### src/rtl/dctq_zigzag_reader.sv
// Reads a 64-coefficient block from the DCTQ result memory and streams it to the encoder.
// Define DCTQ_ZIGZAG_EN to read in JPEG zigzag order; otherwise raster order is used.
module dctq_zigzag_reader #(
  parameter int unsigned COEF_W = 12
) (
  input  logic              clk,
  input  logic              reset_n,
  input  logic              hold,
  input  logic              dctq_valid,
  output logic              rd_en,
  output logic [5:0]        rd_addr,
  input  logic [COEF_W-1:0] rd_data,
  output logic [COEF_W-1:0] coef_out,
  output logic              coef_valid,
  input  logic              coef_ready,
  output logic              coef_last,
  output logic              busy,
  output logic              overrun
);

  typedef enum logic [1:0] {ST_IDLE, ST_READ, ST_DRAIN} state_t;

  function automatic logic [5:0] zz(input logic [5:0] i);
`ifdef DCTQ_ZIGZAG_EN
    zz = 6'd0;
    case (i)
      6'd0:  zz = 6'd0;  6'd1:  zz = 6'd1;  6'd2:  zz = 6'd8;  6'd3:  zz = 6'd16;
      6'd4:  zz = 6'd9;  6'd5:  zz = 6'd2;  6'd6:  zz = 6'd3;  6'd7:  zz = 6'd10;
      6'd8:  zz = 6'd17; 6'd9:  zz = 6'd24; 6'd10: zz = 6'd32; 6'd11: zz = 6'd25;
      6'd12: zz = 6'd18; 6'd13: zz = 6'd11; 6'd14: zz = 6'd4;  6'd15: zz = 6'd5;
      6'd16: zz = 6'd12; 6'd17: zz = 6'd19; 6'd18: zz = 6'd26; 6'd19: zz = 6'd33;
      6'd20: zz = 6'd40; 6'd21: zz = 6'd48; 6'd22: zz = 6'd41; 6'd23: zz = 6'd34;
      6'd24: zz = 6'd27; 6'd25: zz = 6'd20; 6'd26: zz = 6'd13; 6'd27: zz = 6'd6;
      6'd28: zz = 6'd7;  6'd29: zz = 6'd14; 6'd30: zz = 6'd21; 6'd31: zz = 6'd28;
      6'd32: zz = 6'd35; 6'd33: zz = 6'd42; 6'd34: zz = 6'd49; 6'd35: zz = 6'd56;
      6'd36: zz = 6'd57; 6'd37: zz = 6'd50; 6'd38: zz = 6'd43; 6'd39: zz = 6'd36;
      6'd40: zz = 6'd29; 6'd41: zz = 6'd22; 6'd42: zz = 6'd15; 6'd43: zz = 6'd23;
      6'd44: zz = 6'd30; 6'd45: zz = 6'd37; 6'd46: zz = 6'd44; 6'd47: zz = 6'd51;
      6'd48: zz = 6'd58; 6'd49: zz = 6'd59; 6'd50: zz = 6'd52; 6'd51: zz = 6'd45;
      6'd52: zz = 6'd38; 6'd53: zz = 6'd31; 6'd54: zz = 6'd39; 6'd55: zz = 6'd46;
      6'd56: zz = 6'd53; 6'd57: zz = 6'd60; 6'd58: zz = 6'd61; 6'd59: zz = 6'd54;
      6'd60: zz = 6'd47; 6'd61: zz = 6'd55; 6'd62: zz = 6'd62; 6'd63: zz = 6'd63;
    endcase
`else
    zz = i;
`endif
  endfunction

  state_t            state_q, state_d;
  logic              dv_q, dv_d;
  logic              pending_q, pending_d;
  logic              overrun_q, overrun_d;
  logic              done_q, done_d;
  logic [5:0]        index_q, index_d;
  logic              inflight_q, inflight_d;
  logic              inflight_last_q, inflight_last_d;
  logic [COEF_W-1:0] fifo_data_q [2];
  logic [COEF_W-1:0] fifo_data_d [2];
  logic              fifo_last_q [2];
  logic              fifo_last_d [2];
  logic              wr_ptr_q, wr_ptr_d;
  logic              rd_ptr_q, rd_ptr_d;
  logic [1:0]        count_q, count_d;

  logic       start;
  logic       pop;
  logic       last_pop;
  logic [2:0] occ_after;

  assign coef_valid = (count_q != 2'd0);
  assign pop        = coef_valid & coef_ready;
  assign last_pop   = pop & fifo_last_q[rd_ptr_q];
  assign coef_out   = coef_valid ? fifo_data_q[rd_ptr_q] : '0;
  assign coef_last  = coef_valid & fifo_last_q[rd_ptr_q];
  assign busy       = (state_q != ST_IDLE);
  assign overrun    = overrun_q;
  assign rd_addr    = zz(index_q);
  assign start      = dctq_valid & ~dv_q & ~hold;
  // Occupancy after this cycle's pop: buffered entries plus the read landing next cycle.
  assign occ_after  = {1'b0, count_q} + {2'b00, inflight_q} - {2'b00, pop};

  always_comb begin
    state_d   = state_q;
    pending_d = pending_q;
    overrun_d = overrun_q;
    done_d    = done_q;
    index_d   = index_q;
    dv_d      = hold ? dv_q : dctq_valid;
    rd_en     = (state_q == ST_READ) && !hold && (occ_after < 3'd2);

    if (start && (state_q != ST_IDLE)) begin
      if (pending_q) overrun_d = 1'b1;
      else           pending_d = 1'b1;
    end

    case (state_q)
      ST_IDLE: begin
        if (!hold && (start || pending_q)) begin
          state_d   = ST_READ;
          index_d   = 6'd0;
          pending_d = start & pending_q;
        end
      end
      ST_READ: begin
        if (rd_en) begin
          index_d = index_q + 6'd1;
          if (index_q == 6'd63) state_d = ST_DRAIN;
        end
      end
      ST_DRAIN: begin
        // A last beat accepted under hold is remembered until the freeze lifts.
        if (!hold && (last_pop || done_q)) begin
          done_d = 1'b0;
          if (pending_q || start) begin
            state_d   = ST_READ;
            index_d   = 6'd0;
            pending_d = 1'b0;
          end else begin
            state_d = ST_IDLE;
          end
        end else if (last_pop) begin
          done_d = 1'b1;
        end
      end
      default: state_d = ST_IDLE;
    endcase
  end

  always_comb begin
    fifo_data_d     = fifo_data_q;
    fifo_last_d     = fifo_last_q;
    wr_ptr_d        = wr_ptr_q;
    rd_ptr_d        = rd_ptr_q;
    inflight_d      = rd_en;
    inflight_last_d = rd_en && (index_q == 6'd63);
    if (inflight_q) begin
      fifo_data_d[wr_ptr_q] = rd_data;
      fifo_last_d[wr_ptr_q] = inflight_last_q;
      wr_ptr_d              = ~wr_ptr_q;
    end
    if (pop) rd_ptr_d = ~rd_ptr_q;
    count_d = count_q + {1'b0, inflight_q} - {1'b0, pop};
  end

  always_ff @(posedge clk or negedge reset_n) begin
    if (!reset_n) begin
      state_q         <= ST_IDLE;
      dv_q            <= 1'b0;
      pending_q       <= 1'b0;
      overrun_q       <= 1'b0;
      done_q          <= 1'b0;
      index_q         <= 6'd0;
      inflight_q      <= 1'b0;
      inflight_last_q <= 1'b0;
      wr_ptr_q        <= 1'b0;
      rd_ptr_q        <= 1'b0;
      count_q         <= 2'd0;
      for (int k = 0; k < 2; k++) begin
        fifo_data_q[k] <= '0;
        fifo_last_q[k] <= 1'b0;
      end
    end else begin
      state_q         <= state_d;
      dv_q            <= dv_d;
      pending_q       <= pending_d;
      overrun_q       <= overrun_d;
      done_q          <= done_d;
      index_q         <= index_d;
      inflight_q      <= inflight_d;
      inflight_last_q <= inflight_last_d;
      wr_ptr_q        <= wr_ptr_d;
      rd_ptr_q        <= rd_ptr_d;
      count_q         <= count_d;
      for (int k = 0; k < 2; k++) begin
        fifo_data_q[k] <= fifo_data_d[k];
        fifo_last_q[k] <= fifo_last_d[k];
      end
    end
  end

endmodule
### config.mk
export PLATFORM = sky130hd
export DESIGN_NAME = dctq_zigzag_reader
export DESIGN_NICKNAME = d
export VERILOG_FILES = /design/src/rtl/dctq_zigzag_reader.sv
export SDC_FILE = /design/constraint.sdc
export NUM_CORES = 1
export LEC_CHECK = 0
export CORE_UTILIZATION = 45
export DETAILED_ROUTE_END_ITERATION = 7
export GPL_ROUTABILITY_DRIVEN = 0
export GPL_TIMING_DRIVEN = 0
export MAX_ROUTING_LAYER = met4
export PLACE_DENSITY = 0.7
export SYNTH_ARGS = -nofsm -noshare
export SYNTH_HDL_FRONTEND = slang
export SYNTH_SLANG_ARGS = --single-unit
### constraint.sdc
create_clock -name clk -period 6.69 [get_ports clk]
set_input_delay 2.007 -clock clk [delete_from_list [all_inputs] [get_ports clk]]
set_output_delay 2.007 -clock clk [all_outputs]
set_load 0.02 [all_outputs]
==> summary.txt <==
DRC viols: 0
Net Count, Synth: 189
cell area after layout: 0.00260 mm^2
Post-synth EDFFs: 0
Post-DP Area: 0.00250 mm^2
total congestion overflow: 0
Clock transition at path regs: 0.07 ns
multiplexer share of the synthesized area: 0.220
nets: 236
CTS tree: done
die extent in x: 69.1 um
Mapped Cells: 168
CP peak stage delay: 0.54 ns
Tot GR Track Use: 0.195
Routed Wire Length: 4020 um
io pins: 40
Design Power: 1.21 mW
Critical Path AT: 4.51 ns
number of clock sinks: 44
H-tree Lvls: 2
PD cells: 466 mW/mm^2
Crit path buffers/inverters: 5
post-CTS setup buffers: 0
highest clock rate: 153 MHz
vias in the first global route: 1485
number of antenna violations at the first check in global routing: 0
synth unique cells: 37
CP startpoint kind: primary input
Setup violations, final: 0
DRT Pass-1 Iters: 4
Synth Area in Compound Gates: 0.0710
worst rel slew slack: 0.580
Final Max Slew Viols: 0
CP Class: in2out
initial DRC count: 37
worst vdd ir: 213 uV
largest net degree at the start of global routing: 26
vias per cell: 5.29
Most used DFF post-synth: dfrtp_1
Clk Tree Root Cell: clkbuf_8
post-synthesis sequential area ratio: 0.543
final core utilization: 0.598
Ys Warns: 0
simple-gate share of the synthesized area: 0.0994
Initial Util: 0.466
Reg2Reg Setup Slack: 3.83 ns
Worst setup EP type: primary output
XOR/XNOR Fraction of Synth Area: 0.0130
WL per Instance: 15.0 um
Post-synth ARST share: 1.00
antenna viol nets, final: 0
Vias: 1417
HP Class: reg2reg
adder-cell share of the synthesized area: 0.0284
pre-CTS WS: -0.386 ns
Die Footprint: 0.00478 mm^2
Tmin final: 6.52 ns
Die Y: 69.1 um
Worst Tran Pin Value: 0.630 ns
clk_lat worst skew: 0.29 ns
Period Utilization, post-route: 0.975
Worst Clk Skew: 0.00416 ns
PortBufs: 39
Slowest-stage cell, CP: or4_4
Final Hold Viols: 0
Inserted Diodes: 0
most used cell, CP: ha_1
Crit path max-delay family: buffers and inverters
Cell Chain, Critical Path: clkdlybuf4s50_1 > o21a_4 > ha_1 > inv_1 > ha_1 > fa_1 > or4_4 > buf_4 > inv_2 > buf_2
TritonCTS buffer count: 5
status: complete, no violations
setup repair after global routing missed its margin: no
maxcap violations: 0
num rows: 24
Seq cells post-synth: 44
core box area: 0.00435 mm^2
# fillers: 371
Hold Slack: 0.486 ns
post-route setup slack: 0.169 ns
layout cell share with drive strength beyond 1: 0.213
clk buf depth: 2
Leakage: 1.14 nW
global-route wire length before repair: 7070 um
Layout area overhead: 28.5%
HPWL after DPL: 2960 um
Post-Syn Area: 0.00203 mm^2
Avg Cell Area, Syn: 12.1 um^2
largest family of logic cells by synthesized area: multiplexers
Crit Path Max Fanout: 10
CP required: 4.68 ns
-- final timing paths --
check	from	end	cells after the start
worst min register to register	overrun$_DFFE_PN0P_	overrun$_DFFE_PN0P_	1
max in group asynchronous	reset_n	state_q[1]$_DFFE_PN0P_	2
worst max register to register	count_q[1]$_DFF_PN0_	rd_addr[5]$_DFFE_PN0P_	8
min in group asynchronous	reset_n	fifo_data_q[8]$_DFFE_PN0P_	1
worst min-delay path	overrun$_DFFE_PN0P_	overrun$_DFFE_PN0P_	1
worst max-delay path	coef_ready	rd_en	10
-- layer usage --
layer	wire length, um	track usage
met3	174	0.0526
met1	1750	0.224
met4	73	0.0794
met5	0	-
met2	2020	0.323
-- flip-flops by register name (all words and copies together), names as in the netlist, 2 cells and up --
name and flops:
count_q 2, state_q 2, fifo_data_q 24, fifo_last_q 2
rd_addr 6
-- cell families after synthesis --
group	count (synthesis)
flip-flops	44
AND/OR/NAND/NOR	42
multiplexers	41
AO/OA/AOI/OAI	21
buffers and inverters	13
adder cells (fa/ha/maj)	4
XOR/XNOR	3
-- power by group --
group	switching, mW	total [mW]	internal [mW]
clock network	0.0835	0.168	0.0842
logic	0.299	0.607	0.308
registers	0.0676	0.440	0.372
total	0.450	1.21	0.764
-- cells in the mapped netlist, types with 2 or more instances --
cell      instances  area share
nor2_1           17       0.031
nand3_1           4      0.0099
a21oi_1           3      0.0074
mux2i_1          13       0.064
dfrtp_1          44        0.54
nand2b_1          2      0.0062
clkbuf_1          3      0.0056
nand2_1           8       0.015
or4_1             2      0.0074
xor2_1            2      0.0086
inv_1             6       0.011
ha_1              3       0.019
nor2b_1           5       0.015
o21ai_0           5       0.012
mux2_2           28        0.16
buf_2             2      0.0049
-- metrics by stage --
stage	TNS, ns	cells
after global placement	-0.365	259
after floorplan	0	168
after detailed placement	-0.386	260
final	0	268
after global routing	0	268
after CTS	0	268
-- worst reg2reg max path, cell delays in order (launching register included) --
cell and delay [ns]:
dfrtp_1 0.43, o21a_4 0.26, ha_1 0.27, inv_1 0.04, ha_1 0.18, fa_1 0.46
or4_4 0.54, or4_1 0.53, o211ai_2 0.09
-- area by class of cell --
type,instances,area (um^2),area share
Multi-Input combinational cell,111,886,0.340
Tap cell,52,65.1,0.0250
Inverter,7,26.3,0.0101
Buffer,6,27.5,0.0106
Sequential cell,44,1100,0.423
Timing Repair Buffer,40,408,0.157
Clock buffer,8,90.1,0.0346
-- what timing repair did --
| item | CTS | global route |
|---|---|---|
| gates resized for setup | 4 | 5 |
| setup endpoints to repair | 1 | 1 |
| hold buffers | 0 | 0 |
-- cell usage in the layout, fill, tap and decap left out, types with 2 or more instances in the layout --
master           Yosys  routed
nor2_1              17      17
nand2b_1             2       2
clkbuf_8             0       6
clkbuf_1             3       5
buf_2                2       3
clkdlybuf4s50_1      0      37
nand3_1              4       4
mux2_2              28      28
mux2i_1             13      13
dfrtp_1             44      44
nand2_1              8       8
a21oi_1              3       3
xor2_1               2       2
nor2b_1              5       5
inv_1                6       6
o21ai_0              5       5
ha_1                 3       3
Note: power is estimated with default switching activity, not from simulation.
